[src/rtl/uart_frame_scheduler_pkg.sv]
// rtl/uart_frame_scheduler_pkg.sv - shared tags, word layout and FSM encoding for the UART frame scheduler
// Purpose: constants and types shared by uart_frame_scheduler and its bench.
//   UART_TAG_*   : 4-bit word tags placed in data[15:12]
//   TAG_W/PAY_W  : tag and payload field widths of the 16-bit word
//   state_e      : scheduler FSM encoding
//   snap_t       : per-frame snapshot of the transmitted fields
//   make_word    : builds the tagged word for a given word index
package uart_frame_scheduler_pkg;

  localparam int TAG_W = 4;
  localparam int PAY_W = 12;

  localparam logic [TAG_W-1:0] UART_TAG_POSX = 4'h1;
  localparam logic [TAG_W-1:0] UART_TAG_POSY = 4'h2;
  localparam logic [TAG_W-1:0] UART_TAG_CTRL = 4'h3;

  typedef enum logic [2:0] {
    ST_IDLE      = 3'd0,
    ST_LOAD      = 3'd1,
    ST_OFFER     = 3'd2,
    ST_WAIT_DONE = 3'd3,
    ST_FINISH    = 3'd4
  } state_e;

  typedef struct packed {
    logic [PAY_W-1:0] posx;
    logic [PAY_W-1:0] posy;
    logic             start;
  } snap_t;

  // Word order: 0 = posx, 1 = posy, anything else = control word.
  function automatic logic [TAG_W+PAY_W-1:0] make_word(input logic [1:0] idx, input snap_t s);
    case (idx)
      2'd0:    return {UART_TAG_POSX, s.posx};
      2'd1:    return {UART_TAG_POSY, s.posy};
      default: return {UART_TAG_CTRL, {(PAY_W-1){1'b0}}, s.start};
    endcase
  endfunction

endpackage

[src/rtl/uart_frame_scheduler_sat_counter.sv]
// rtl/uart_frame_scheduler_sat_counter.sv - saturating event counter
// Purpose: counts single-cycle inc pulses, sticking at all-ones.
// Ports:
//   clk   in  1  clock
//   rst   in  1  asynchronous active-high reset, clears the count
//   inc   in  1  increment request
//   count out W  current count
module sat_counter #(
  parameter int W = 8
) (
  input  logic         clk,
  input  logic         rst,
  input  logic         inc,
  output logic [W-1:0] count
);

  logic [W-1:0] count_q;
  logic [W-1:0] count_d;

  always_comb begin
    count_d = count_q;
    if (inc && (count_q != {W{1'b1}})) begin
      count_d = count_q + W'(1);
    end
  end

  always_ff @(posedge clk or posedge rst) begin
    if (rst) begin
      count_q <= '0;
    end else begin
      count_q <= count_d;
    end
  end

  assign count = count_q;

endmodule

[src/rtl/uart_frame_scheduler.sv]
// rtl/uart_frame_scheduler.sv - per-frame player-2 state sequencer onto the 16-bit UART path
// Purpose: snapshots posx/posy/start_game on each frame tick and offers them as three
//   tagged words to the 16->8 converter, pacing on ready/tx_done with a stall watchdog.
// Ports:
//   clk, rst          clock, asynchronous active-high reset
//   frame_tick        start-of-frame strobe
//   pl2_posx/posy     12-bit positions, start_game flag (sampled in LOAD)
//   conv16to8ready    converter accepts data this cycle
//   tx_done           current word fully shifted out
//   data/data_valid   tagged word offered to the converter
//   busy, frame_done  frame in progress / frame completed pulse
//   drop_cnt          frames dropped, timeout_cnt frames aborted (saturating)
module uart_frame_scheduler
  import uart_frame_scheduler_pkg::*;
#(
  parameter int NWORDS      = 3,
  parameter int TIMEOUT_CYC = 65000,
  parameter int CNT_W       = 8
) (
  input  logic             clk,
  input  logic             rst,
  input  logic             frame_tick,
  input  logic [11:0]      pl2_posx,
  input  logic [11:0]      pl2_posy,
  input  logic             start_game,
  input  logic             conv16to8ready,
  input  logic             tx_done,
  output logic [15:0]      data,
  output logic             data_valid,
  output logic             busy,
  output logic             frame_done,
  output logic [CNT_W-1:0] drop_cnt,
  output logic [CNT_W-1:0] timeout_cnt
);

  localparam int IDX_W = 2;
  localparam int WD_W  = $clog2(TIMEOUT_CYC);

  state_e          state_q, state_d;
  snap_t           snap_q, snap_d;
  logic [IDX_W-1:0] idx_q, idx_d;
  logic [15:0]     data_q, data_d;
  logic            valid_q, valid_d;
  logic            busy_q, busy_d;
  logic            pend_q, pend_d;
  logic [WD_W-1:0] wd_q, wd_d;
  logic            drop_inc;
  logic            tmo_inc;
  logic            wd_expired;
  snap_t           snap_in;

  assign snap_in    = '{posx: pl2_posx, posy: pl2_posy, start: start_game};
  assign wd_expired = (wd_q == WD_W'(TIMEOUT_CYC - 1));

  always_comb begin
    state_d  = state_q;
    snap_d   = snap_q;
    idx_d    = idx_q;
    data_d   = data_q;
    valid_d  = valid_q;
    busy_d   = busy_q;
    pend_d   = pend_q;
    drop_inc = 1'b0;
    tmo_inc  = 1'b0;

    // A tick outside IDLE (FINISH included) is queued once; further ticks are dropped.
    if (frame_tick && (state_q != ST_IDLE)) begin
      if (pend_q) drop_inc = 1'b1;
      else        pend_d   = 1'b1;
    end

    case (state_q)
      ST_IDLE: begin
        if (frame_tick || pend_q) begin
          pend_d  = 1'b0;
          state_d = ST_LOAD;
        end
      end
      ST_LOAD: begin
        // First word is built from the live inputs since the snapshot is being captured now.
        snap_d  = snap_in;
        idx_d   = '0;
        busy_d  = 1'b1;
        data_d  = make_word(2'd0, snap_in);
        valid_d = 1'b1;
        state_d = ST_OFFER;
      end
      ST_OFFER: begin
        if (valid_q && conv16to8ready) begin
          valid_d = 1'b0;
          state_d = ST_WAIT_DONE;
        end else if (wd_expired) begin
          valid_d = 1'b0;
          busy_d  = 1'b0;
          tmo_inc = 1'b1;
          state_d = ST_IDLE;
        end
      end
      ST_WAIT_DONE: begin
        if (tx_done) begin
          if (idx_q == IDX_W'(NWORDS - 1)) begin
            state_d = ST_FINISH;
          end else begin
            idx_d   = idx_q + IDX_W'(1);
            data_d  = make_word(idx_q + IDX_W'(1), snap_q);
            valid_d = 1'b1;
            state_d = ST_OFFER;
          end
        end else if (wd_expired) begin
          busy_d  = 1'b0;
          tmo_inc = 1'b1;
          state_d = ST_IDLE;
        end
      end
      ST_FINISH: begin
        busy_d  = 1'b0;
        state_d = ST_IDLE;
      end
      default: state_d = ST_IDLE;
    endcase

    // Watchdog restarts on every state change and only runs while waiting on the link.
    if (state_d != state_q) begin
      wd_d = '0;
    end else if ((state_q == ST_OFFER) || (state_q == ST_WAIT_DONE)) begin
      wd_d = wd_q + WD_W'(1);
    end else begin
      wd_d = '0;
    end
  end

  always_ff @(posedge clk or posedge rst) begin
    if (rst) begin
      state_q <= ST_IDLE;
      snap_q  <= '0;
      idx_q   <= '0;
      data_q  <= '0;
      valid_q <= 1'b0;
      busy_q  <= 1'b0;
      pend_q  <= 1'b0;
      wd_q    <= '0;
    end else begin
      state_q <= state_d;
      snap_q  <= snap_d;
      idx_q   <= idx_d;
      data_q  <= data_d;
      valid_q <= valid_d;
      busy_q  <= busy_d;
      pend_q  <= pend_d;
      wd_q    <= wd_d;
    end
  end

  sat_counter #(.W(CNT_W)) u_drop_cnt (
    .clk   (clk),
    .rst   (rst),
    .inc   (drop_inc),
    .count (drop_cnt)
  );

  sat_counter #(.W(CNT_W)) u_timeout_cnt (
    .clk   (clk),
    .rst   (rst),
    .inc   (tmo_inc),
    .count (timeout_cnt)
  );

  assign data       = data_q;
  assign data_valid = valid_q;
  assign busy       = busy_q;
  assign frame_done = (state_q == ST_FINISH);

endmodule

[config.mk]
export PLATFORM = sky130hd
export DESIGN_NAME = uart_frame_scheduler
export DESIGN_NICKNAME = d
export VERILOG_FILES = /design/src/rtl/uart_frame_scheduler_pkg.sv /design/src/rtl/uart_frame_scheduler_sat_counter.sv /design/src/rtl/uart_frame_scheduler.sv
export SDC_FILE = /design/constraint.sdc
export NUM_CORES = 1
export LEC_CHECK = 0
export ABC_AREA = 1
export BUFFER_PORTS_ARGS = -buffer_cell sky130_fd_sc_hd__buf_2
export CAP_MARGIN = 25
export CORE_UTILIZATION = 55
export CTS_CLUSTER_SIZE = 10
export DETAILED_ROUTE_END_ITERATION = 6
export PLACE_DENSITY = 0.85
export SYNTH_ARGS = -nofsm -noshare
export SYNTH_HDL_FRONTEND = slang
export SYNTH_SLANG_ARGS = --single-unit
[constraint.sdc]
create_clock -name clk -period 2.81 [get_ports clk]
set_input_delay 0.562 -clock clk [delete_from_list [all_inputs] [get_ports clk]]
set_output_delay 0.562 -clock clk [all_outputs]
set_load 0.05 [all_outputs]
==> results.json <==
{
  "grtUsageTotal_pct": 24.1,
  "routed-via-count": 3255,
  "drtIter0Drc": 192,
  "syn_area_sq_um": 4060,
  "yosysWarnings": 0,
  "fmax_mhz": 484,
  "setup.worst_path.start_class": "flip-flop",
  "die_area_sq_um": 7730,
  "setup_viol_count_final": 0,
  "holdBufCountCts": 0,
  "hp-class": "in2async",
  "crit_type": "reg2out",
  "power.total_mw": 4.98,
  "drt_pass1_iterations": 4,
  "yosysUniqueCellTypes": 38,
  "dieWidth_um": 87.9,
  "setup_tns_ns": 0,
  "drt_wl_total_um": 8450,
  "cts_tree": "built",
  "clk_latency_ns": 0.37,
  "syn-instance-count": 447,
  "timing.rr.start": "idx_q[0]$_DFFE_PP0P_",
  "core_area_sq_um": 6940,
  "setup_ws_ns": 0.745,
  "cap_violations": 0,
  "initial_core_util_pct": 58.5,
  "worstMarginPinSlew_ns": 0.655,
  "path_max_fanout": 4,
  "skew_ns": 0.00810,
  "avgRoutedWirePerCell_um": 13.8,
  "cts_buffers": 9,
  "grt_pass1_vias": 3223,
  "ir_drop_mv": 0.872,
  "dp_hpwl_um": 5970,
  "relSlewSlack_pct": 56.2,
  "antenna_cells": 0,
  "dpl_cell_area_sq_um": 4450,
  "antenna_found_initial": 0,
  "place_inst": 596,
  "startpoint": "state_q[0]$_DFF_PP0_",
  "ys_seq_elements": 79,
  "post_cts_resized": 0,
  "yosysSeqAreaShare_pct": 48.7,
  "cp_slowest_cell": "dfrtp_1",
  "finalHoldViolations": 0,
  "cp.arrival_ns": 1.50,
  "path_clk_slew_ns": 0.09,
  "power_density_nw_per_um2": 1070,
  "port_buffers": 62,
  "cp_cell_sequence": "inv_2 > nand2_1 > nor2_1 > buf_2",
  "stdcell_area_sq_um": 4660,
  "stdcell_count": 612,
  "fin_crit_ns": 2.07,
  "gr-total-overflow": 0,
  "holdWs_ns": 0.277,
  "drive_gt1_share_pct": 26.9,
  "layout.nets": 547,
  "post_cts_buffers": 0,
  "die_h_um": 87.9,
  "cts.sinks": 79,
  "ios": 65,
  "place_congestion": 0.923,
  "slew_violations": 0,
  "slowest_delay_ns": 0.44,
  "areaGrowthSynthToFinish_pct": 14.7,
  "endpoint_kind": "primary output",
  "grt_start_max_net_pins": 50,
  "fillCellCount": 546,
  "viasPerCell": 5.32,
  "h-tree-depth": 3,
  "rsz0062_at_grt": "false",
  "power.leakage_nw": 2.12,
  "drc": 0,
  "synth.avg_cell_area_sq_um": 9.08,
  "grt_first_pass_wirelength_um": 14300,
  "place_worst_setup_slack_ns": 0.732,
  "period_share_pct": 73.5,
  "cts_root_buf": "clkbuf_8",
  "cts_buffer_depth": 2,
  "postRouteAntennaNets": 0,
  "rows": 30,
  "utilization_pct": 67.1,
  "status": "finished clean",
  "cp_data_required_time_ns": 2.25
}
routing by layer:
| layer | part of all wire [%] | vias up | global-route usage [%] |
|---|---|---|---|
| met3 | 4.4 | 20 | 5.09 |
| met4 | 2.4 | 0 | 13.9 |
| met1 | 43 | 1556 | 28.6 |
| met5 | 0 | - | 0 |
| met2 | 50 | 89 | 40.8 |
| li1 | - | 1590 | - |
path summary, 6_finish.rpt:
kind                                                 endpoint  slack [ns]  cells after the start
max                                                frame_done        0.74                      4
min                                     snap_q[5]$_DFFE_PP0P_        0.28                      2
max reg2reg                                 wd_q[1]$_DFF_PP0_        0.78                      9
min reg2reg                                  busy$_DFFE_PP0P_        0.49                      2
max in group asynchronous  u_timeout_cnt.count[1]$_DFFE_PP0P_        1.85                      3
min in group clk                        snap_q[9]$_DFFE_PP0P_        0.42                      2
cells in the mapped netlist (all sizes together):
master	number	area (sq um)
nor3	10	65.1
nand3	29	168
a22o	10	87.6
clkinv	1	3.75
nand2	96	388
nand4	6	37.5
o21ai	14	73.8
dfrtp	79	1980
clkbuf	4	15.0
conb	1	3.75
a31oi	1	6.26
nor2	73	372
xnor2	6	52.6
o22ai	1	6.26
o21a	1	7.51
buf	9	67.6
xor2	9	78.8
inv	35	134
a21oi	26	130
ha	6	75.1
o31ai	1	7.51
o21bai	2	15.0
nand3b	2	15.0
a31o	1	8.76
or2	1	6.26
mux2	23	259
logic make-up after synthesis:
family	Yosys count	synth area share (%)
XOR/XNOR	15	3.24
adder cells (fa/ha/maj)	6	1.85
buffers and inverters	49	5.42
AO/OA/AOI/OAI	57	8.44
AND/OR/NAND/NOR	217	25.9
flip-flops	79	48.7
multiplexers	23	6.38
other	1	0.0924
flip-flops by register name, summed over array words and instances, names as in the netlist:
name,count
u_drop_cnt.count,8
busy,1
u_timeout_cnt.count,8
data,14
idx_q,2
data_valid,1
pend_q,1
state_q,3
snap_q,25
wd_q,16
critical path: cells and delay by family, from the launching register on:
kind	cells	cell delay, ns
DFF	1	0.44
and+or+nand+nor	2	0.26
buffers and inverters	2	0.45
placed cells by master, fill, tap and decap left out, types with 3 or more instances in the layout:
master / netlist / final
a21oi_1: 26 / 26
a22o_1: 10 / 10
buf_2: 5 / 62
clkbuf_8: 0 / 9
dfrtp_1: 79 / 79
ha_1: 6 / 6
inv_1: 30 / 29
inv_2: 4 / 5
inv_6: 0 / 3
mux2_2: 23 / 23
nand2_1: 91 / 91
nand2_4: 3 / 3
nand3_1: 26 / 26
nand4_1: 6 / 6
nor2_1: 58 / 58
nor2_2: 3 / 3
nor2_4: 12 / 12
nor3_1: 7 / 7
nor3_2: 3 / 3
o21ai_0: 13 / 13
xnor2_1: 6 / 6
xor2_1: 9 / 9
layout make-up:
| class | count | area (sq um) | share of cell area [%] |
|---|---|---|---|
| clock buffer | 9 | 124 | 2.66 |
| clock inverter | 7 | 86.3 | 1.85 |
| inverter | 36 | 138 | 2.96 |
| multi-input combinational | 320 | 1870 | 40.1 |
| sequential | 79 | 1980 | 42.5 |
| tap | 96 | 120 | 2.58 |
| timing repair buffer | 65 | 345 | 7.42 |
where the power goes:
| part | internal (mW) | total (mW) | switching, mW |
|---|---|---|---|
| logic | 0.742 | 2.31 | 1.56 |
| clock network | 0.432 | 0.905 | 0.473 |
| registers | 1.52 | 1.77 | 0.253 |
| total | 2.69 | 4.98 | 2.29 |
Power figures use the tool's default switching activity.
